`config.mk`:
```
export PLATFORM = sky130hd
export DESIGN_NAME = core_dispatcher_flat
export DESIGN_NICKNAME = d
export VERILOG_FILES = /design/src/rtl/core_dispatcher_if.sv /design/src/rtl/core_dispatcher.sv /design/src/flat_wrapper.sv
export SDC_FILE = /design/constraint.sdc
export NUM_CORES = 1
export LEC_CHECK = 0
export CAP_MARGIN = 25
export CORE_ASPECT_RATIO = 1.25
export CORE_UTILIZATION = 35
export DETAILED_ROUTE_END_ITERATION = 7
export PLACE_DENSITY = 0.57
export SLEW_MARGIN = 25
export SYNTH_ARGS = -nofsm -noshare
export SYNTH_HDL_FRONTEND = slang
export SYNTH_SLANG_ARGS = --single-unit
```
`constraint.sdc`:
```
create_clock -name clk -period 12.05 [get_ports clk]
set_input_delay 3.0125 -clock clk [delete_from_list [all_inputs] [get_ports clk]]
set_output_delay 3.0125 -clock clk [all_outputs]
set_load 0.05 [all_outputs]
```
`src/rtl/core_dispatcher_if.sv`:
```
// ---------------------------------------------------------------------------
// core_dispatcher_if
//   Bundles the dispatcher's work-input, per-core dispatch/result, drained
//   output and status signals so the dispatcher and its environment connect
//   through a single port.
//
//   Signal groups:
//     work input   : in_data, in_valid, in_ready, pred_hint, pred_hint_valid
//     core side    : core_data, core_valid, core_result, core_result_valid
//     drain output : out_data, out_tag, out_valid, out_ready
//     status       : busy_count, err_spurious
//
//   Modports:
//     slave  - the dispatcher itself
//     master - the surrounding array / stream environment
// ---------------------------------------------------------------------------
interface core_dispatcher_if #(
  parameter int NUM_CORES = 8,
  parameter int DATA_W    = 32,
  parameter int TAG_W     = 3
);

  logic [DATA_W-1:0]           in_data;
  logic                        in_valid;
  logic                        in_ready;
  logic [TAG_W-1:0]            pred_hint;
  logic                        pred_hint_valid;

  logic [NUM_CORES*DATA_W-1:0] core_data;
  logic [NUM_CORES-1:0]        core_valid;
  logic [NUM_CORES*DATA_W-1:0] core_result;
  logic [NUM_CORES-1:0]        core_result_valid;

  logic [DATA_W-1:0]           out_data;
  logic [TAG_W-1:0]            out_tag;
  logic                        out_valid;
  logic                        out_ready;

  logic [TAG_W:0]              busy_count;
  logic                        err_spurious;

  modport slave (
    input  in_data, in_valid, pred_hint, pred_hint_valid,
    input  core_result, core_result_valid, out_ready,
    output in_ready, core_data, core_valid,
    output out_data, out_tag, out_valid, busy_count, err_spurious
  );

  modport master (
    output in_data, in_valid, pred_hint, pred_hint_valid,
    output core_result, core_result_valid, out_ready,
    input  in_ready, core_data, core_valid,
    input  out_data, out_tag, out_valid, busy_count, err_spurious
  );

endinterface

```
`src/rtl/core_dispatcher.sv`:
```
// ---------------------------------------------------------------------------
// core_dispatcher
//   Work scheduler for the logic cores of the core array. Accepts work words
//   over a valid/ready handshake, sends each word to an idle core (steered by
//   the prediction-core hint when that core is idle, otherwise round-robin),
//   buffers one result per core and drains buffered results round-robin onto
//   a single tagged output stream.
//
//   Ports:
//     clk    - single clock, rising edge
//     reset  - synchronous, active-high
//     bus    - core_dispatcher_if.slave: work input, per-core dispatch and
//              result buses, drained output stream, busy_count, err_spurious
// ---------------------------------------------------------------------------
module core_dispatcher #(
  parameter int NUM_CORES = 8,
  parameter int DATA_W    = 32,
  parameter int TAG_W     = 3
) (
  input  logic         clk,
  input  logic         reset,
  core_dispatcher_if.slave bus
);

  typedef enum logic [1:0] {
    IDLE = 2'd0,
    BUSY = 2'd1,
    DONE = 2'd2
  } core_state_e;

  core_state_e                 state_q [NUM_CORES];
  core_state_e                 state_d [NUM_CORES];
  logic [DATA_W-1:0]           res_q   [NUM_CORES];
  logic [DATA_W-1:0]           res_d   [NUM_CORES];

  logic [TAG_W-1:0]            disp_ptr_q, disp_ptr_d;
  logic [TAG_W-1:0]            out_ptr_q,  out_ptr_d;
  logic [NUM_CORES-1:0]        core_valid_q, core_valid_d;
  logic [NUM_CORES*DATA_W-1:0] core_data_q,  core_data_d;
  logic                        out_valid_q, out_valid_d;
  logic [DATA_W-1:0]           out_data_q,  out_data_d;
  logic [TAG_W-1:0]            out_tag_q,   out_tag_d;
  logic [TAG_W:0]              busy_count_q, busy_count_d;
  logic                        err_q, err_d;

  logic                        any_idle, any_done;
  logic [TAG_W-1:0]            rr_idle_idx, done_idx, disp_tgt;
  logic                        in_ready, dispatch, out_free, load_out;

  // Round-robin scans: first IDLE core at or above disp_ptr, first DONE core
  // at or above out_ptr. TAG_W-bit index arithmetic gives the wrap for free.
  always_comb begin
    // NOTE: every combinationally driven signal gets a default before any
    // conditional assignment, so no path leaves it unassigned (no latches).
    any_idle    = 1'b0;
    rr_idle_idx = '0;
    any_done    = 1'b0;
    done_idx    = '0;
    for (int k = 0; k < NUM_CORES; k++) begin
      if (!any_idle && state_q[disp_ptr_q + TAG_W'(k)] == IDLE) begin
        any_idle    = 1'b1;
        rr_idle_idx = disp_ptr_q + TAG_W'(k);
      end
      if (!any_done && state_q[out_ptr_q + TAG_W'(k)] == DONE) begin
        any_done = 1'b1;
        done_idx = out_ptr_q + TAG_W'(k);
      end
    end
  end

  assign in_ready = any_idle && !reset;
  assign dispatch = bus.in_valid && in_ready;
  assign disp_tgt = (bus.pred_hint_valid && state_q[bus.pred_hint] == IDLE)
                    ? bus.pred_hint : rr_idle_idx;
  assign out_free = !out_valid_q || bus.out_ready;
  assign load_out = out_free && any_done;

  // Next-state: dispatch, result capture and output load may all happen in
  // one cycle; they never touch the same core because each requires a
  // different registered state (IDLE, BUSY, DONE respectively).
  always_comb begin
    state_d       = state_q;
    res_d         = res_q;
    disp_ptr_d    = disp_ptr_q;
    out_ptr_d     = out_ptr_q;
    core_valid_d  = '0;
    core_data_d   = core_data_q;
    out_valid_d   = out_valid_q;
    out_data_d    = out_data_q;
    out_tag_d     = out_tag_q;
    err_d         = err_q;
    busy_count_d  = '0;

    if (dispatch) begin
      state_d[disp_tgt]                               = BUSY;
      core_valid_d[disp_tgt]                          = 1'b1;
      core_data_d[int'(disp_tgt)*DATA_W +: DATA_W]    = bus.in_data;
      disp_ptr_d                                      = disp_tgt + TAG_W'(1);
    end

    for (int i = 0; i < NUM_CORES; i++) begin
      if (bus.core_result_valid[i]) begin
        if (state_q[i] == BUSY) begin
          state_d[i] = DONE;
          res_d[i]   = bus.core_result[i*DATA_W +: DATA_W];
        end else begin
          err_d = 1'b1;
        end
      end
    end

    if (load_out) begin
      state_d[done_idx] = IDLE;
      out_valid_d       = 1'b1;
      out_data_d        = res_q[done_idx];
      out_tag_d         = done_idx;
      out_ptr_d         = done_idx + TAG_W'(1);
    end else if (out_free) begin
      out_valid_d = 1'b0;
    end

    for (int i = 0; i < NUM_CORES; i++) begin
      if (state_d[i] != IDLE) busy_count_d = busy_count_d + (TAG_W+1)'(1);
    end
  end

  // NOTE: state registers use non-blocking assignments so every flop samples
  // the pre-edge values of all others, regardless of statement order.
  always_ff @(posedge clk) begin
    if (reset) begin
      state_q      <= '{default: IDLE};
      disp_ptr_q   <= '0;
      out_ptr_q    <= '0;
      core_valid_q <= '0;
      core_data_q  <= '0;
      out_valid_q  <= 1'b0;
      out_data_q   <= '0;
      out_tag_q    <= '0;
      busy_count_q <= '0;
      err_q        <= 1'b0;
    end else begin
      state_q      <= state_d;
      disp_ptr_q   <= disp_ptr_d;
      out_ptr_q    <= out_ptr_d;
      core_valid_q <= core_valid_d;
      core_data_q  <= core_data_d;
      out_valid_q  <= out_valid_d;
      out_data_q   <= out_data_d;
      out_tag_q    <= out_tag_d;
      busy_count_q <= busy_count_d;
      err_q        <= err_d;
    end
  end

  // NOTE: the per-core result buffers carry no reset; a buffer is only read
  // when its core is DONE, and reset forces every core IDLE, which discards
  // whatever the buffers hold.
  always_ff @(posedge clk) begin
    res_q <= res_d;
  end

  assign bus.in_ready     = in_ready;
  assign bus.core_valid   = core_valid_q;
  assign bus.core_data    = core_data_q;
  assign bus.out_valid    = out_valid_q;
  assign bus.out_data     = out_data_q;
  assign bus.out_tag      = out_tag_q;
  assign bus.busy_count   = busy_count_q;
  assign bus.err_spurious = err_q;

endmodule

```
`src/flat_wrapper.sv`:
```
// flat-port wrapper written by rule: the top's interface ports become plain ports
module core_dispatcher_flat 
#(
  parameter int NUM_CORES = 8,
  parameter int DATA_W    = 32,
  parameter int TAG_W     = 3
)
  (clk, reset, bus_in_data, bus_in_valid, bus_pred_hint, bus_pred_hint_valid, bus_core_result, bus_core_result_valid, bus_out_ready, bus_in_ready, bus_core_data, bus_core_valid, bus_out_data, bus_out_tag, bus_out_valid, bus_busy_count, bus_err_spurious);
  core_dispatcher_if #(.NUM_CORES(NUM_CORES), .DATA_W(DATA_W), .TAG_W(TAG_W)) bus_i ();
  input  logic clk;
  input  logic reset;
  input wire logic [$bits(bus_i.in_data)-1:0] bus_in_data;
  input wire logic [$bits(bus_i.in_valid)-1:0] bus_in_valid;
  input wire logic [$bits(bus_i.pred_hint)-1:0] bus_pred_hint;
  input wire logic [$bits(bus_i.pred_hint_valid)-1:0] bus_pred_hint_valid;
  input wire logic [$bits(bus_i.core_result)-1:0] bus_core_result;
  input wire logic [$bits(bus_i.core_result_valid)-1:0] bus_core_result_valid;
  input wire logic [$bits(bus_i.out_ready)-1:0] bus_out_ready;
  output wire logic [$bits(bus_i.in_ready)-1:0] bus_in_ready;
  output wire logic [$bits(bus_i.core_data)-1:0] bus_core_data;
  output wire logic [$bits(bus_i.core_valid)-1:0] bus_core_valid;
  output wire logic [$bits(bus_i.out_data)-1:0] bus_out_data;
  output wire logic [$bits(bus_i.out_tag)-1:0] bus_out_tag;
  output wire logic [$bits(bus_i.out_valid)-1:0] bus_out_valid;
  output wire logic [$bits(bus_i.busy_count)-1:0] bus_busy_count;
  output wire logic [$bits(bus_i.err_spurious)-1:0] bus_err_spurious;
  assign bus_i.in_data = bus_in_data;
  assign bus_i.in_valid = bus_in_valid;
  assign bus_i.pred_hint = bus_pred_hint;
  assign bus_i.pred_hint_valid = bus_pred_hint_valid;
  assign bus_i.core_result = bus_core_result;
  assign bus_i.core_result_valid = bus_core_result_valid;
  assign bus_i.out_ready = bus_out_ready;
  assign bus_in_ready = bus_i.in_ready;
  assign bus_core_data = bus_i.core_data;
  assign bus_core_valid = bus_i.core_valid;
  assign bus_out_data = bus_i.out_data;
  assign bus_out_tag = bus_i.out_tag;
  assign bus_out_valid = bus_i.out_valid;
  assign bus_busy_count = bus_i.busy_count;
  assign bus_err_spurious = bus_i.err_spurious;
  core_dispatcher #(.NUM_CORES(NUM_CORES), .DATA_W(DATA_W), .TAG_W(TAG_W)) u_core (.clk(clk), .reset(reset), .bus(bus_i));
endmodule
```
Word-level counts from Yosys, hierarchy flattened --
Index checks and enable logic that the tools add are counted.
Operators by class: reduce and logical (&&, ||, !) cells 65, eq/ne operators 16, bitwise logic cells 25, order comparisons 23, multiplexer cells 138, shift operators 2, add/sub/neg operators 24, div/mod/pow operators 0, multiply operators 0
Operators by type and width (count):
- $bwmux W256 | 1
- $shift A32 B33 Y256 const A | 1
- $shiftx A32 B33 Y256 | 1
- $mux W2 | 52
- $bmux W2 S3 | 17
- $bmux W32 S3 | 1
- $ge A4 B4 Y1 const B | 19
- $not A3 Y4 | 19
- $mux W32 | 2
- $mux W3 | 17
- $mux W1 | 36
- $neg A8 Y33 | 1
- $mux W16 | 2
- $mux W4 | 7
- $add A3 B3 Y3 const B | 8
- $add A4 B1 Y4 const B | 6
- $logic_and A1 B1 Y1 | 21
- $logic_not A2 Y1 | 9
- $reduce_bool A2 Y1 | 9
- $and A16 B16 Y16 | 1
- $eq A2 B1 Y1 const B | 8
- $eq A2 B2 Y1 const B | 8
- $logic_not A1 Y1 | 16
- $not A16 Y16 | 1
- other kinds (15) | 30
Word-level totals: memory bits (writable) 0, bits in latches 0, memories 0, ROM bits 0, flip-flop bits (word level) 583, word-level logic and storage cells 318

Longest topological paths before layout --
Gate-level depths: netlist (run 1).
depth after elaboration 56, depth in mapped cells 33

Worst setup path before layout (run 1) --
OpenSTA, ideal clock, no wires.
path type input to register, from in reset, to reg u_core.busy_count_q[3], in the netlist u_core.bus.busy_count[3], arrival time 7.632 ns, buffers on the path 0, slack 4.289 ns, cell stages on the path 23, cells stage by stage a31oi_1 nand2_2 nor2b_4 nand3_1 inv_1 o21ai_1 inv_1 ha_1 xor2_4 inv_1 ha_1 nor2b_1 o31ai_1 xnor2_1 mux2_2 ha_1 inv_1 nor2_1 xor2_1 xnor2_1 nand4_1 o21ba_1 nor3_2
On the way: longest elaborated chain between the ends 24, elaborated cells between the ends (all ways) 45, classes of those cells 7 x add/sub; 26 x mux; 1 x bitwise; 11 x reduce/logical
RTL lines:
- start: declaration | line flat_wrapper.sv:11 | input logic reset;
- $logic_not A1 Y1 | line core_dispatcher.sv:71 | assign in_ready = any_idle && !reset;
- $logic_and A1 B1 Y1 | line core_dispatcher.sv:71
- $logic_and A1 B1 Y1 | line core_dispatcher.sv:72 | assign dispatch = bus.in_valid && in_ready;
- $mux W16 | line core_dispatcher.sv:94 | if (dispatch) begin
- $mux W2 | line core_dispatcher.sv:103 | if (state_q[i] == BUSY) begin
- $mux W2 | line core_dispatcher.sv:102 | if (bus.core_result_valid[i]) begin
- $and A16 B16 Y16 (no source line)
- $mux W16 | line core_dispatcher.sv:112 | if (load_out) begin
- [8 not listed]
- $add A4 B1 Y4 | line core_dispatcher.sv:123 | if (state_d[i] != IDLE) busy_count_d = busy_count_d + (TAG_W+1)'(1);
- $mux W4 | line core_dispatcher.sv:123
- $add A4 B1 Y4 | line core_dispatcher.sv:123
- $mux W4 | line core_dispatcher.sv:123
- $add A4 B1 Y4 | line core_dispatcher.sv:123
- $mux W4 | line core_dispatcher.sv:123
- $add A4 B1 Y4 | line core_dispatcher.sv:123
- $mux W4 | line core_dispatcher.sv:123
- end signal: assignment | line core_dispatcher.sv:150 | busy_count_q <= busy_count_d;
- end: declaration | line core_dispatcher.sv:43 | logic [TAG_W:0] busy_count_q, busy_count_d;
Several ways; a longest one is shown, not always the timed one. A chain may end at the register's enable or synchronous reset.

Final worst setup path (run 1) --
from in bus_pred_hint[1], to reg u_core.busy_count_q[3], in the netlist u_core.bus.busy_count[3]
On the way: longest elaborated chain between the ends 35, elaborated cells between the ends (all ways) 58, classes of those cells 7 x add/sub; 2 x order compare; 32 x mux; 6 x bitwise; 11 x reduce/logical
RTL lines:
- start: declaration | line flat_wrapper.sv:14 | input wire logic [$bits(bus_i.pred_hint)-1:0] bus_pred_hint;
- $not A3 Y4 (not written as such) | line core_dispatcher.sv:73 | assign disp_tgt = (bus.pred_hint_valid && state_q[bus.pred_hint] == IDLE)
- $bmux W2 S3 | line core_dispatcher.sv:73
- $mux W2 (not written as such) (2 in a row) | line core_dispatcher.sv:73
- $logic_not A2 Y1 | line core_dispatcher.sv:73
- $logic_and A1 B1 Y1 | line core_dispatcher.sv:73
- $mux W3 (*) | line core_dispatcher.sv:74 | ? bus.pred_hint : rr_idle_idx;
- $not A3 Y4 (not written as such) (*) | line core_dispatcher.sv:95 | state_d[disp_tgt] = BUSY;
- $ge A4 B4 Y1 (not written as such) / $lt A4 B1 Y1 (equally long branches) | line core_dispatcher.sv:95
- [18 not listed]
- $add A4 B1 Y4 | line core_dispatcher.sv:123
- $mux W4 | line core_dispatcher.sv:123
- $add A4 B1 Y4 | line core_dispatcher.sv:123
- $mux W4 | line core_dispatcher.sv:123
- $add A4 B1 Y4 | line core_dispatcher.sv:123
- $mux W4 | line core_dispatcher.sv:123
- $add A4 B1 Y4 | line core_dispatcher.sv:123
- $mux W4 (*) | line core_dispatcher.sv:123
Every way passes the cells marked *; elsewhere a longest branch is shown, timed or not. The select of a mux whose other input is x is not followed.

==> flow_summary.json, run 1 <==
{
  "outcome": "finished, final reports clean",
  "worstReg2RegEnd": "u_core.bus.busy_count[3]$_SDFF_PP0_",
  "hold_depth": 2,
  "fin_crit_ns": 8.63,
  "synthArstFlopShare_pct": 0,
  "first_pass_iters": 5,
  "final-max-slew-violation-count": 0,
  "numCtsBuffers": 58,
  "cts.sinks": 583,
  "ff2ff_setup_slack_ns": 4.22,
  "synth-edff-count": 256,
  "worst-r2r-cell-count": 29,
  "io_pins": 610,
  "place.port_buffers": 609,
  "min_to": "u_core.bus.core_data[106]$_SDFFE_PP0P_",
  "ctsResizeCount": 0,
  "post-route-period-util_pct": 71.6,
  "worst_path_most_repeated_cell": "inv_1",
  "clk_path_buf_depth": 3,
  "finalHoldViolCount": 0,
  "wl_per_cell_um": 22.7,
  "cts_htree_levels": 2,
  "dp_hpwl_um": 60600,
  "die_area_um2": 70700,
  "min_from": "u_core.bus.core_data[106]$_SDFFE_PP0P_",
  "switching_share_pct": 34.4,
  "synth_ff_type": "dfxtp_1",
  "core_area_um2": 68500,
  "drv_cap": 0,
  "crit_fanout": 9,
  "first_iter_violations": 1445,
  "clk_latency_ns": 0.62,
  "p_sw_w": 0.00201,
  "wl_um": 87000,
  "drc": 0,
  "clkPwrFrac_pct": 31.8,
  "ys_seq_elements": 583,
  "die_x_um": 238,
  "synth_cell_types": 96,
  "ys_seq_area_share_pct": 58.4,
  "min_path_type": "reg2reg",
  "crit_arrival_ns": 9.08,
  "irDropWorstVdd_uv": 111,
  "postSynthCellCount": 2363,
  "worst-setup-path-type": "in2reg",
  "place_congestion": 0.862,
  "fin_tns_setup_ns": 0,
  "antenna_found_initial": 8,
  "cts.reportedPaths.clkPinSlew_ns": 0.06,
  "p_int_w": 0.00383,
  "synthToLayoutAreaGrowth_pct": 35.9,
  "drive_above_1_share_pct": 8.30,
  "cp-end-kind": "flop",
  "slew_headroom_pct": 28.6,
  "tightest_slew_ns": 1.07,
  "setup_violations": 0,
  "antenna_left": 0,
  "clock.fmax_ghz": 0.116,
  "root_buffer": "clkbuf_16",
  "gr-total-overflow": 0,
  "die_h_um": 297,
  "clock_skew_ns": 0.0288,
  "critPathSlowestCell": "clkdlybuf4s50_1",
  "crit_start": "bus_pred_hint[1]",
  "seq_power_share_pct": 38.1,
  "grtUsageTotal_pct": 23.8,
  "post_cts_buffers": 0,
  "diodes": 0,
  "num_vias": 20100,
  "initial_core_util_pct": 35.6,
  "leakagePower_nw": 10.8,
  "slowest_delay_ns": 0.56,
  "grt_max_degree": 138,
  "postLayoutCoreUtil_pct": 48.3,
  "ys.warnings.count": 0,
  "cts_hold_buf": 0,
  "viasPerCell": 5.25,
  "rows": 107,
  "cts_tree": "yes",
  "cp.required_ns": 12.50,
  "synth_nets": 2682,
  "power-per-cell-area_nw_per_um2": 176,
  "grt_setup_unrepaired": "no",
  "mappedNetlistArea_um2": 24400,
  "grt_pass1_vias": 19900,
  "worstSetupStartpointType": "input port",
  "rr_startpoint": "u_core.disp_ptr_q[0]$_SDFFE_PP0N_",
  "grt_pass1_wl_um": 128000,
  "final_nets": 3173,
  "syn_avg_cell_area_um2": 10.3,
  "comb_power_share_pct": 30.1
}
==> flip-flops by register name (all words and copies together) (netlist names) <==
register	cells
u_core.bus.out_data	32
u_core.bus.err_spurious	1
u_core.state_q	16
u_core.bus.out_valid	1
u_core.bus.busy_count	4
u_core.res_q	256
u_core.bus.core_valid	8
u_core.disp_ptr_q	3
u_core.bus.out_tag	3
u_core.out_ptr_q	3
u_core.bus.core_data	256
==> layer usage <==
metal	share of wire, %	wire (µm)	global-route usage (%)	vias up
met1	38	33200	27.5	9719
li1	-	-	-	9434
met5	0.11	98	0	-
met4	2.3	2010	6.00	14
met3	9.2	7960	7.14	127
met2	50	43700	42.6	814
==> layout by cell type, fill, tap and decap left out, drive strengths merged, types with 55 or more instances in the layout <==
cell             n
a211oi          55
a21oi          306
clkbuf          86
clkdlybuf4s50  608
dfxtp          327
edfxtp         256
mux2i           80
nand2          332
nand3          228
nor2           135
==> Yosys cell counts, drive strengths merged (18+ instances only) <==
master,number,area (µm²)
inv,32,123
a21oi,306,1540
edfxtp,256,7690
nor3,51,272
dfxtp,327,6550
mux2i,80,837
o21ai,20,100
nor2,135,517
buf,20,118
clkbuf,187,703
mux4,18,409
nand2,332,1250
mux2,40,450
and2,26,163
a211oi,55,413
nand3,228,1150
==> kinds of logic (layout without fill, tap and decap cells) <==
kind of cell | Yosys count | after routing | synth area share, %
buffers and inverters | 239 | 780 | 3.87
AND/OR/NAND/NOR | 877 | 877 | 16.8
multiplexers | 138 | 138 | 6.96
AO/OA/AOI/OAI | 487 | 487 | 12.1
XOR/XNOR | 24 | 24 | 1.17
flip-flops | 583 | 583 | 58.4
adder cells (fa/ha/maj) | 15 | 15 | 0.770
==> per-stage QoR <==
| step | cells | hold WS (ns) | cell area (µm²) | worst slack [ns] | total power [W] |
|---|---|---|---|---|---|
| floorplan | 2363 | 0.484 | 24400 | 4.29 | 0.00342 |
| global placement | 3720 | 0.440 | 31200 | 3.01 | 0.00402 |
| detailed placement | 3720 | 0.446 | 31200 | 2.78 | 0.00403 |
| CTS | 3830 | 0.453 | 33100 | 3.45 | 0.00590 |
| global route | 3830 | 0.471 | 33100 | 2.89 | 0.00608 |
| finish | 3830 | 0.452 | 33100 | 3.42 | 0.00584 |
==> critical path, delay by kind of cell <==
kind,cells,cell delay (ns)
AO/OA/AOI/OAI,4,1.29
XOR/XNOR,4,0.89
adder cells (fa/ha/maj),3,0.83
buffers and inverters,5,1.00
multiplexers,3,0.94
AND/OR/NAND/NOR,8,1.09
==> power by group through the flow <==
stage / Sequential (W) / Clock, W / Combinational, W
floorplan: 0.00247 / 0 / 0.000951
global placement: 0.00226 / 0 / 0.00175
detailed placement: 0.00227 / 0 / 0.00177
CTS: 0.00222 / 0.00190 / 0.00177
global route: 0.00223 / 0.00197 / 0.00188
finish: 0.00222 / 0.00186 / 0.00176
==> layout make-up <==
cell class | count | area (µm²)
multi-input cells | 1541 | 9340
flip-flops and latches | 583 | 14200
fillers | 6359 | 35400
well taps | 926 | 1160
clock buffers | 86 | 1700
repair buffers | 638 | 6320
inverters | 32 | 123
clock inverters | 24 | 263
==> worst max-delay path by stage <==
stage,cells after the start,endpoint,slack [ns]
after global routing,27,u_core.bus.busy_count[3]$_SDFF_PP0_,2.89
after global placement,27,u_core.bus.busy_count[3]$_SDFF_PP0_,3.01
final,27,u_core.bus.busy_count[3]$_SDFF_PP0_,3.42
after detailed placement,27,u_core.bus.busy_count[3]$_SDFF_PP0_,2.78
after floorplan,23,u_core.bus.busy_count[3]$_SDFF_PP0_,4.29
after CTS,27,u_core.bus.busy_count[3]$_SDFF_PP0_,3.45
Note: power is estimated with default switching activity, not from simulation.
==> run 2: changes to the inputs <==
==> constraint.sdc (replaced) <==
create_clock -name clk -period 8 [get_ports clk]
set_input_delay 2 -clock clk [delete_from_list [all_inputs] [get_ports clk]]
set_output_delay 2 -clock clk [all_outputs]
set_load 0.05 [all_outputs]
==> flow_summary.json, run 2 (synthesis results as in run 1) <==
{
  "die_h_um": 297,
  "cp.required_ns": 8.49,
  "hold_depth": 2,
  "root_buffer": "clkbuf_16",
  "grt_use_met3_pct": 7.22,
  "dp_hpwl_um": 60600,
  "viasPerCell": 5.24,
  "cp-end-kind": "flop",
  "synthToLayoutAreaGrowth_pct": 36.0,
  "ctsResizeCount": 0,
  "p_total_w": 0.00874,
  "finalHoldViolCount": 0,
  "min_path_type": "reg2reg",
  "drive_above_1_share_pct": 8.55,
  "place.port_buffers": 609,
  "cts.reportedPaths.clkPinSlew_ns": 0.07,
  "tightest_slew_ns": 1.08,
  "top_usage_layer": "met2",
  "first_pass_iters": 8,
  "place_congestion": 0.847,
  "core_area_um2": 68500,
  "antenna_left": 0,
  "outcome": "finished, final reports clean",
  "die_area_um2": 70700,
  "drv_cap": 0,
  "fin_tns_setup_ns": 0,
  "clock_skew_ns": 0.0395,
  "worst_slack_ns": 0.793,
  "clock.fmax_ghz": 0.139,
  "post_cts_buffers": 0,
  "numCtsBuffers": 58,
  "place_ws_ns": 0.173,
  "crit_end": "u_core.bus.busy_count[3]$_SDFF_PP0_",
  "clk_path_buf_depth": 3,
  "worstReg2RegEnd": "u_core.bus.busy_count[3]$_SDFF_PP0_",
  "grt_pass1_vias": 19700,
  "final-max-slew-violation-count": 0,
  "cts_tree": "yes",
  "cts_htree_levels": 2,
  "setup_violations": 0,
  "gr-total-overflow": 0,
  "num_vias": 20100,
  "cts_hold_buf": 0,
  "final_cell_mix": "608 x clkdlybuf4s50_1, 331 x nand2_1, 327 x dfxtp_1, 305 x a21oi_1, 256 x edfxtp_1",
  "grtUsageTotal_pct": 23.7,
  "met2_usage_pct": 41.9,
  "worstSetupStartpointType": "input port",
  "wl_um": 86500,
  "wl_per_cell_um": 22.5,
  "rows": 107,
  "clk_latency_ns": 0.63,
  "whs_ns": 0.451,
  "drc": 0,
  "die_x_um": 238,
  "antenna_found_initial": 7,
  "power-per-cell-area_nw_per_um2": 264,
  "grt_pass1_wl_um": 128000,
  "worst-r2r-cell-count": 27,
  "grt_setup_unrepaired": "no",
  "post-route-period-util_pct": 90.1,
  "slew_headroom_pct": 28.0,
  "crit_arrival_ns": 7.70,
  "crit_start": "bus_pred_hint[1]",
  "crit_fanout": 7,
  "grt_max_degree": 100,
  "final_common_cell": "clkdlybuf4s50_1",
  "fin_crit_ns": 7.21,
  "final_nets": 3183,
  "rr_startpoint": "u_core.out_ptr_q[0]$_SDFFE_PP0P_",
  "initial_core_util_pct": 35.6,
  "cts.sinks": 583,
  "ff2ff_setup_slack_ns": 0.84,
  "leakagePower_nw": 10.8,
  "worst-setup-path-type": "in2reg",
  "irDropWorstVdd_uv": 197,
  "grt_use_met1_pct": 27.6,
  "first_iter_violations": 1517,
  "io_pins": 610
}
-- run 2: cell count changes in the layout (fill, tap and decap cells not counted), sizes merged --
cell	delta
bufinv	-2
clkinv	-1
clkinvlp	+1
diode	+1
buf	+10
-- run 2: area by class of cell --
| class | count | area, µm² |
|---|---|---|
| well taps | 926 | 1160 |
| inverters | 32 | 123 |
| flip-flops and latches | 583 | 14200 |
| diodes | 1 | 2.50 |
| fillers | 6428 | 35400 |
| clock inverters | 22 | 198 |
| multi-input cells | 1541 | 9340 |
| clock buffers | 86 | 1700 |
| repair buffers | 648 | 6400 |
-- run 2: report_power, final --
part | internal [W] | total [W] | leakage, nW | switching, W
clock network | 0.00154 | 0.00273 | 0.931 | 0.00119
logic | 0.000932 | 0.00267 | 4.92 | 0.00174
registers | 0.00325 | 0.00334 | 4.95 | 0.0000961
total | 0.00571 | 0.00874 | 10.8 | 0.00302
-- run 2: worst min path at each step --
stage / start / to
floorplan: u_core.state_q[13]$_SDFF_PP0_ / u_core.state_q[13]$_SDFF_PP0_
global placement: u_core.bus.core_data[199]$_SDFFE_PP0P_ / u_core.bus.core_data[199]$_SDFFE_PP0P_
detailed placement: u_core.bus.core_data[50]$_SDFFE_PP0P_ / u_core.bus.core_data[50]$_SDFFE_PP0P_
CTS: u_core.bus.core_data[194]$_SDFFE_PP0P_ / u_core.bus.core_data[194]$_SDFFE_PP0P_
global route: u_core.bus.core_data[122]$_SDFFE_PP0P_ / u_core.bus.core_data[122]$_SDFFE_PP0P_
finish: u_core.bus.core_data[0]$_SDFFE_PP0P_ / u_core.bus.core_data[0]$_SDFFE_PP0P_
-- run 2: worst max-delay path, stage by stage --
cell and delay [ns]:
clkdlybuf4s50_1 0.57, mux4_2 0.51, mux2i_1 0.14, nor2b_1 0.13, nor4bb_1 0.30, a221o_1 0.32, nor2b_4 0.20, nand3_1 0.10
inv_1 0.10, o21ai_1 0.09, inv_1 0.11, ha_1 0.30, xor2_4 0.36, inv_1 0.08, ha_1 0.34, nor2b_1 0.06
o31ai_1 0.39, xnor2_1 0.13, mux2_2 0.28, ha_1 0.20, inv_1 0.05, nor2_1 0.04, xor2_1 0.20, xnor2_1 0.23
nand4_1 0.15, o21ba_1 0.26, nor3_2 0.04
-- run 2: metal layers --
layer | wire [µm] | up-vias
met2 | 43400 | 840
met4 | 2110 | 10
met1 | 33100 | 9671
met5 | 77 | -
met3 | 7800 | 140
li1 | - | 9455
-- run 2: through the flow --
step | cells | cell area [µm²] | utilization [%]
after floorplan | 2363 | 24400 | -
after global placement | 3730 | 31300 | 45.6
after detailed placement | 3730 | 31300 | 45.6
after CTS | 3838 | 33100 | 48.4
after global routing | 3838 | 33200 | 48.4
final | 3839 | 33200 | 48.4
==> run 3: changes to the inputs <==
--- a/config.mk
+++ b/config.mk
@@ -8,8 +8,10 @@
 export CAP_MARGIN = 25
 export CORE_ASPECT_RATIO = 1.25
 export CORE_UTILIZATION = 35
+export CTS_BUF_LIST = sky130_fd_sc_hd__clkbuf_2
+export CTS_CLUSTER_DIAMETER = 150
 export DETAILED_ROUTE_END_ITERATION = 7
-export PLACE_DENSITY = 0.57
+export PLACE_DENSITY = 0.59
 export SLEW_MARGIN = 25
 export SYNTH_ARGS = -nofsm -noshare
 export SYNTH_HDL_FRONTEND = slang
==> constraint.sdc (replaced) <==
create_clock -name clk -period 6.2 [get_ports clk]
set_input_delay 1.55 -clock clk [delete_from_list [all_inputs] [get_ports clk]]
set_output_delay 1.55 -clock clk [all_outputs]
set_load 0.05 [all_outputs]
==> flow_summary.json, run 3 (synthesis results as in run 1) <==
{
  "clock_skew_ns": 0.130,
  "num_vias": 21100,
  "critPathBufInv": 3,
  "drv_cap": 0,
  "cts_htree_levels": 4,
  "tightest_slew_ns": 0.921,
  "critPathSlowestCell": "mux4_2",
  "outcome": "finished, final reports clean",
  "crit_fanout": 6,
  "dp_hpwl_um": 61900,
  "min_path_type": "reg2reg",
  "first_iter_violations": 1398,
  "clk_latency_ns": 1.40,
  "first_pass_iters": 6,
  "worstSetupStartpointType": "flop",
  "wl_per_cell_um": 21.7,
  "post-route-period-util_pct": 95.5,
  "final_common_cell": "clkdlybuf4s50_1",
  "grt_pass1_wl_um": 131000,
  "crit_start": "u_core.disp_ptr_q[1]$_SDFFE_PP0N_",
  "wl_um": 88300,
  "slew_headroom_pct": 38.5,
  "cts_tree": "yes",
  "antenna_left": 0,
  "drc": 0,
  "whs_ns": 0.455,
  "worst-setup-path-type": "reg2reg",
  "place_ws_ns": -0.797,
  "drive_above_1_share_pct": 16.1,
  "root_buffer": "clkbuf_2",
  "die_area_um2": 70700,
  "final_nets": 3350,
  "final_cell_mix": "607 x clkdlybuf4s50_1, 331 x nand2_1, 322 x dfxtp_1, 305 x a21oi_1, 256 x edfxtp_1",
  "antenna_found_initial": 13,
  "clk_path_buf_depth": 3,
  "viasPerCell": 5.17,
  "die_h_um": 297,
  "crit_family": "multiplexers",
  "cp-end-kind": "flop",
  "grtUsageTotal_pct": 24.5,
  "die_x_um": 238,
  "dpl.cell_count": 3793,
  "leakagePower_nw": 11.3,
  "irDropWorstVdd_uv": 207,
  "cts.reportedPaths.clkPinSlew_ns": 0.10,
  "fin_crit_ns": 5.92,
  "synthToLayoutAreaGrowth_pct": 37.1,
  "numCtsBuffers": 150,
  "io_pins": 610,
  "min_from": "u_core.bus.core_data[176]$_SDFFE_PP0P_",
  "worst_slack_ns": 0.281,
  "crit_arrival_ns": 7.09,
  "cts.sinks": 583,
  "place_congestion": 0.870,
  "cts_hold_buf": 0,
  "grt_pass1_vias": 21400,
  "initial_core_util_pct": 35.6,
  "rr_startpoint": "u_core.disp_ptr_q[1]$_SDFFE_PP0N_",
  "slowest_delay_ns": 0.60,
  "worst_path_most_repeated_cell": "ha_1",
  "setup_violations": 0,
  "instances_no_fill": 4073,
  "place.port_buffers": 609,
  "rows": 107,
  "gr-total-overflow": 0,
  "postLayoutCoreUtil_pct": 48.7,
  "power-per-cell-area_nw_per_um2": 319,
  "clock.fmax_ghz": 0.169,
  "core_area_um2": 68500,
  "finalHoldViolCount": 0,
  "final-max-slew-violation-count": 0,
  "grt_max_degree": 201,
  "cp.required_ns": 7.37
}
run 3: final cells by class:
cell class	instances	area, µm²
clock inverter	31	201
timing repair buffer	723	7030
antenna	7	17.5
inverter	32	125
fill	6472	35100
clock buffer	230	1150
tap	926	1160
sequential	583	14200
multi-input combinational	1541	9480
run 3: power breakdown:
group          total, W  leakage [nW]  internal [W]  switching [W]
combinational   0.00370          5.33       0.00139        0.00231
clock           0.00267          1.05       0.00107        0.00160
sequential      0.00429          4.95       0.00419       0.000103
total            0.0107          11.3       0.00664        0.00402
run 3: metal layers:
metal	routed length [µm]	track usage [%]	up-vias
met4	2950	10.0	18
met2	43800	42.7	950
li1	-	-	9874
met5	115	0	-
met1	33100	26.9	10000
met3	8380	8.84	175
run 3: stage by stage:
step	total power, W	instance area (µm²)	setup TNS [ns]
3_5_place_dp	0.00800	31800	-2.12
3_3_place_gp	0.00797	31800	-1.75
6_report	0.0107	33400	0
5_1_grt	0.0112	33400	-0.116
2_1_floorplan	0.00665	24400	0
4_1_cts	0.0107	33200	0
run 3: path summary, 6_finish.rpt:
kind	end	slack, ns	cells after the start
worst max-delay path	u_core.bus.busy_count[3]$_SDFF_PP0_	0.28	29
worst min-delay path	u_core.bus.core_data[176]$_SDFFE_PP0P_	0.46	2
worst max register to register	u_core.bus.busy_count[3]$_SDFF_PP0_	0.28	29
worst min register to register	u_core.bus.core_data[176]$_SDFFE_PP0P_	0.46	2
run 3: tightest hold or removal path, delay by kind of cell (launching register included):
family             cells  cell delay (ns)
DFF                    1             0.31
and+or+nand+nor        1             0.05
AOI/OAI and AO/OA      1             0.05
run 3: repair_timing:
action / 4_1_cts / 5_1_grt
gates resized for setup: 1 / 34
endpoints found under the setup margin: 1 / 3
buffers inserted: 0 / 12
pin swaps: 0 / 9
==> patch 1: new RTL, flow settings as in run 2 <==
`TAG_W` is set to 3 in 3 places; all go to 5.
--- a/src/rtl/core_dispatcher_if.sv
+++ b/src/rtl/core_dispatcher_if.sv
@@ -19,3 +19,3 @@
   parameter int DATA_W    = 32,
-  parameter int TAG_W     = 3
+  parameter int TAG_W     = 5
 );
--- a/src/rtl/core_dispatcher.sv
+++ b/src/rtl/core_dispatcher.sv
@@ -17,3 +17,3 @@
   parameter int DATA_W    = 32,
-  parameter int TAG_W     = 3
+  parameter int TAG_W     = 5
 ) (
--- a/src/flat_wrapper.sv
+++ b/src/flat_wrapper.sv
@@ -5,3 +5,3 @@
   parameter int DATA_W    = 32,
-  parameter int TAG_W     = 3
+  parameter int TAG_W     = 5
 )
Ports: changed (resized bus_busy_count, bus_out_tag and bus_pred_hint); port bits go from 610 to 616. No check against the original RTL was run, so the function may have changed too.
==> patch 1 against run 2 <==
- wire length up 17%
- hold slack got worse by 2.1 ps
- register-to-register slack worse by 260 ps
- fmax down 6.6%
- sequential cell count is 8 higher
- worst setup slack got worse by 510 ps
- sequential power decreased by 3%
- final cell count increased by 12%
- total power fell by 8.5%
- area after synthesis increased by 6.5%
- synthesized cell count is 14% higher
- design area increased by 7.7%
- non-clock buffer count up 80
==> patch 1: results (changes against run 2) <==
Global routing
  – Total track usage: 0.259 (+0.0222)
  – First-pass GRT wire length: 146 mm (+14%)
  – Initial antenna violation count: 17 (+10)
  – Largest net degree at the start of global routing: 107 (+7.0%)
  – Vias in the first global route: 22300 (+14%)

Cells and area
  – Ratio of cells with drive above 1 in the final layout: 0.0965 (+0.0110)
  – Fin nets: 3622 (+14%)
  – Register cell area after layout: 14400 um2 (+1.1%)
  – # fillers: 6856 (+6.7%)

Detailed routing
  – DR WL/cell: 23.4 um (+4.0%)
  – Drt initial violations: 1462 (-3.6%)
  – Drt total wl: 101 mm (+17%)
  – Met3 Wirelength: 8.03 mm (+3.0%)
  – Wl on met1: 37.2 mm (+12%)
  – DRT Pass-1 Iters: 5 (-3)
  – DR vias/cell: 5.26 (+0.46%)

Place
  – Final HPWL DP: 73.6 mm (+21%)
  – DP Worst Slack: -358 ps (-531 ps)
  – GPL Wtd Cong: 0.889 (+4.9%)
  – Placed Cells: 4184 (+12%)

Logic synthesis
  – Synth Area in XOR/XNOR: 0.0172 (+0.00555)
  – Largest cells by area after synthesis: edfxtp_1, dfxtp_1, nand2_1
  – Synth cell count leaders: nand2_1, dfxtp_1, a21oi_1
  – Adder-cell share of the synthesized area: 0.0144 (+0.00666)
  – Synthesized area: 26000 um2 (+6.5%)
  – Synth Area per Inst: 9.66 um2 (-6.3%)
  – Post-synthesis compound-gate area fraction: 0.130 (+0.00970)

Pwr
  – P_leak: 12.7 nW (+17%)
  – Sw Ratio: 0.306 (-0.0395)
  – Max rail drop VDD: 0.198 mV (+0.16%)

Setup path
  – Worst path max stage delay: 550 ps (-20 ps)
  – Slowest-stage cell, CP: mux4_2
  – Critical-path maximum fanout: 5 (-2)

Clocking
  – CTS buffer count: 59 (+1.7%)

Timing
  – Relative slew slack: 0.220 (-0.0592)

Outcome
  – Outcome: complete, no violations
==> patch 1: cell count changes after synthesis, moves of 29 or more <==
cell	run 2	this run
nor2_1	133	215
mux2_2	40	8
o21ai_0	16	45
clkbuf_1	186	156
nand2_1	331	615
nand3_1	227	169
nor3_1	49	18
==> patch 1: worst paths after layout <==
kind	startpoint	to	slack [ps]	cells after the start
max	bus_pred_hint[0]	u_core.bus.busy_count[4]	280	30
min	u_core.bus.core_data[159]	u_core.bus.core_data[159]	450	2
max reg2reg	u_core.out_ptr_q[0]	u_core.bus.busy_count[4]	580	34
min reg2reg	u_core.bus.core_data[159]	u_core.bus.core_data[159]	450	2
==> patch 1: repair_timing <==
| action | 4_1_cts | 5_1_grt |
|---|---|---|
| endpoints found under the hold margin | 0 | 0 |
| resized for setup | 0 | 16 |
| setup buffers | 0 | 1 |
| endpoints found under the setup margin | 0 | 3 |
| hold buffers | 0 | 0 |
==> patch 1: kinds of logic after synthesis <==
kind of cell               Yosys count
AOI/OAI and AO/OA                  548
xor gates and xnor gates            42
other                                1
buffers and inverters              225
muxes                              118
and+or+nand+nor                   1132
DFF                                591
adders and majority gates           30
==> patch 1: metrics by stage <==
step           instance area [um2]  hold slack, ps
2_1_floorplan                26000             492
3_3_place_gp                 33500             439
3_5_place_dp                 33600             443
4_1_cts                      35600             452
5_1_grt                      35700             467
6_report                     35700             449
==> patch 1: cell type report <==
class	count	share of cell area
Inverter	35	0.00375
Sequential cell	591	0.403
Multi-Input combinational cell	1872	0.304
Clock buffer	86	0.0481
Clock inverter	26	0.00998
Antenna cell	3	0.000210
Timing Repair Buffer	728	0.197
Tap cell	960	0.0336
==> patch 1: power groups by stage <==
| stage | clock network [mW] | logic (mW) | registers [mW] |
|---|---|---|---|
| final | 2.95 | 1.80 | 3.25 |
| after global routing | 3.12 | 1.92 | 3.26 |
| after CTS | 3.01 | 1.81 | 3.25 |
| after detailed placement | 0 | 1.80 | 3.32 |
| after global placement | 0 | 1.79 | 3.32 |
| after floorplan | 0 | 0.889 | 3.44 |
==> patch 1: worst register-to-register path, delay by kind of cell (launching register included) <==
kind / cells / cell delay, ps
fa+ha+maj: 7 / 1820
flops: 1 / 510
compound gates: 6 / 840
simple gates: 10 / 2230
mux: 5 / 1130
xor+xnor: 1 / 260
buf+inv: 5 / 500
==> patch 1: layer usage <==
layer  vias up  GRT usage
li1      10700          -
met1     10900      0.285
met2       836      0.472
met3       181     0.0730
met4        30     0.0885
met5         -          0
==> patch 2: new RTL, flow settings as in run 2 <==
Without the edit above. Take the reset off `core_data_q` and load it in a clocked block of its own.
--- a/src/rtl/core_dispatcher.sv
+++ b/src/rtl/core_dispatcher.sv
@@ -134,3 +134,2 @@
       core_valid_q <= '0;
-      core_data_q  <= '0;
       out_valid_q  <= 1'b0;
@@ -145,3 +144,2 @@
       core_valid_q <= core_valid_d;
-      core_data_q  <= core_data_d;
       out_valid_q  <= out_valid_d;
@@ -152,2 +150,6 @@
     end
+  end
+
+  always_ff @(posedge clk) begin
+    core_data_q <= core_data_d;
   end
Function: changed (Yosys sat finds a counterexample within 4 cycles, from zero or initial values and one cycle with reset high; the reset may be asserted at any time).
==> patch 2 against run 2 <==
- via count fell by 17%
- worst setup slack lost 150 ps
- register-to-register slack better by 190 ps
- first-iteration DRC count is 38% lower
- design area is 3.1% higher
- hold slack better by 53 ps
- critical path depth increased by 4
- sequential cell count unchanged
- wire length is 6.4% lower
- fmax is 2.0% lower
- area after synthesis rose by 1.4%
- total power is 2.6% higher
==> patch 2: results (changes against run 2) <==
Setup path
  – Critical-path maximum fanout: 6 (-1)
  – R2R Path Start: u_core.disp_ptr_q[1]
  – CP Launch Point: bus_pred_hint[0]
  – Slowest-stage cell, CP: clkdlybuf4s50_1

Global routing
  – Total track usage: 0.220 (-0.0164)
  – First-pass GRT wire length: 116 mm (-9.2%)
  – Largest net degree at the start of global routing: 144 (+44%)
  – Initial antenna violation count: 17 (+10)

Timing
  – Clock Skew: 22.9 ps (-16.6 ps)
  – Relative slew slack: 0.389 (+0.109)
  – Setup TNS: 0 ps (unchanged)

Detailed routing
  – DR WL/cell: 24.3 um (+7.8%)
  – DRT Pass-1 Iters: 5 (-3)
  – DR vias/cell: 5.04 (-3.9%)
  – Drt initial violations: 940 (-38%)

Outcome
  – Outcome: complete, no violations

Clocking
  – Post-CTS resize count: 0 (unchanged)
  – CTS root buffer: clkbuf_16
  – Latest clock arrival within the worst-skew pair: 620 ps
  – Clock slew at reported path FFs: 60 ps
  – CTS buffer count: 59 (+1.7%)

Place
  – DP Worst Slack: 66.8 ps (-106 ps)
  – Placed Cells: 3223 (-14%)
  – GPL Wtd Cong: 0.835 (-1.4%)
  – Final HPWL DP: 56.8 mm (-6.3%)
  – PortBufs: 609 (unchanged)
  – Cell Area, Placed: 32200 um2 (+2.9%)

Logic synthesis
  – Sequential area share after synthesis: 0.680 (+0.0957)
  – Post-synth EDFFs: 512 (+100%)
  – Syn nets: 2043 (-24%)
  – Synth cell count leaders: edfxtp_1, and2_1, nor2_1
  – Synth cell types: 90 (-6.3%)
  – Largest cells by area after synthesis: edfxtp_1, and2_1, dfxtp_1
  – Share of flip-flops with an asynchronous set or reset: 0 (unchanged)
  – Synth Area per Inst: 14.3 um2 (+39%)
  – Main synth FF type: edfxtp_1

Cells and area
  – # fillers: 6120 (-4.8%)
  – Ratio of cells with drive above 1 in the final layout: 0.109 (+0.0237)
  – Fin cells: 3334 (-13%)
  – Fin nets: 2668 (-16%)

Pwr
  – Max rail drop VDD: 0.251 mV (+27%)
  – Sw Ratio: 0.321 (-0.0252)
  – P_leak: 12.1 nW (+13%)

Worst hold path
  – Hold WC Path Type: flip-flop to flip-flop
  – Min-delay src: u_core.bus.out_data[29]
## patch 2: final cells by class
class                      count  area, um2  share of cell area
multi-input combinational   1018       7610               0.223
timing repair buffer         661       6490               0.190
inverter                      26        100             0.00293
tap                          935       1170              0.0342
antenna                        1       2.50           0.0000732
clock buffer                  71       1580              0.0463
clock inverter                39        420              0.0123
sequential                   583      16800               0.491
## patch 2: logic make-up after synthesis
kind of cell / Yosys count / share of synthesized area
compound gates: 293 / 0.0848
xor+xnor: 24 / 0.0102
fa+ha+maj: 15 / 0.00759
buf+inv: 123 / 0.0199
flops: 583 / 0.680
mux: 126 / 0.0658
simple gates: 560 / 0.132
## patch 2: critical path: cells and delay by family
kind | cells | cell delay [ps]
buffers and inverters | 4 | 900
xor gates and xnor gates | 5 | 890
and+or+nand+nor | 10 | 1500
adders and majority gates | 3 | 740
AOI/OAI and AO/OA | 9 | 1770
## patch 2: layer usage
layer	part of all wire	up-vias	global-route usage	wire, um
li1	-	7763	-	-
met1	0.38	8151	0.251	30500
met2	0.50	711	0.391	40700
met3	0.092	143	0.0729	7470
met4	0.024	28	0.0612	1980
met5	0.0026	-	0	207
## patch 2: worst paths after layout
path	endpoint	slack, ps	cells after the start
max	u_core.bus.busy_count[3]	640	31
min	u_core.bus.out_data[29]	500	2
max reg2reg	u_core.bus.busy_count[3]	1030	33
min reg2reg	u_core.bus.out_data[29]	500	2
## patch 2: power by group through the flow
| stage | registers (mW) | logic [mW] | clock network (mW) |
|---|---|---|---|
| final | 3.59 | 2.50 | 2.87 |
| after CTS | 3.59 | 2.52 | 2.93 |
| after global routing | 3.61 | 2.68 | 3.03 |
| after detailed placement | 3.66 | 2.51 | 0 |
| after global placement | 3.65 | 2.49 | 0 |
| after floorplan | 4.00 | 1.23 | 0 |
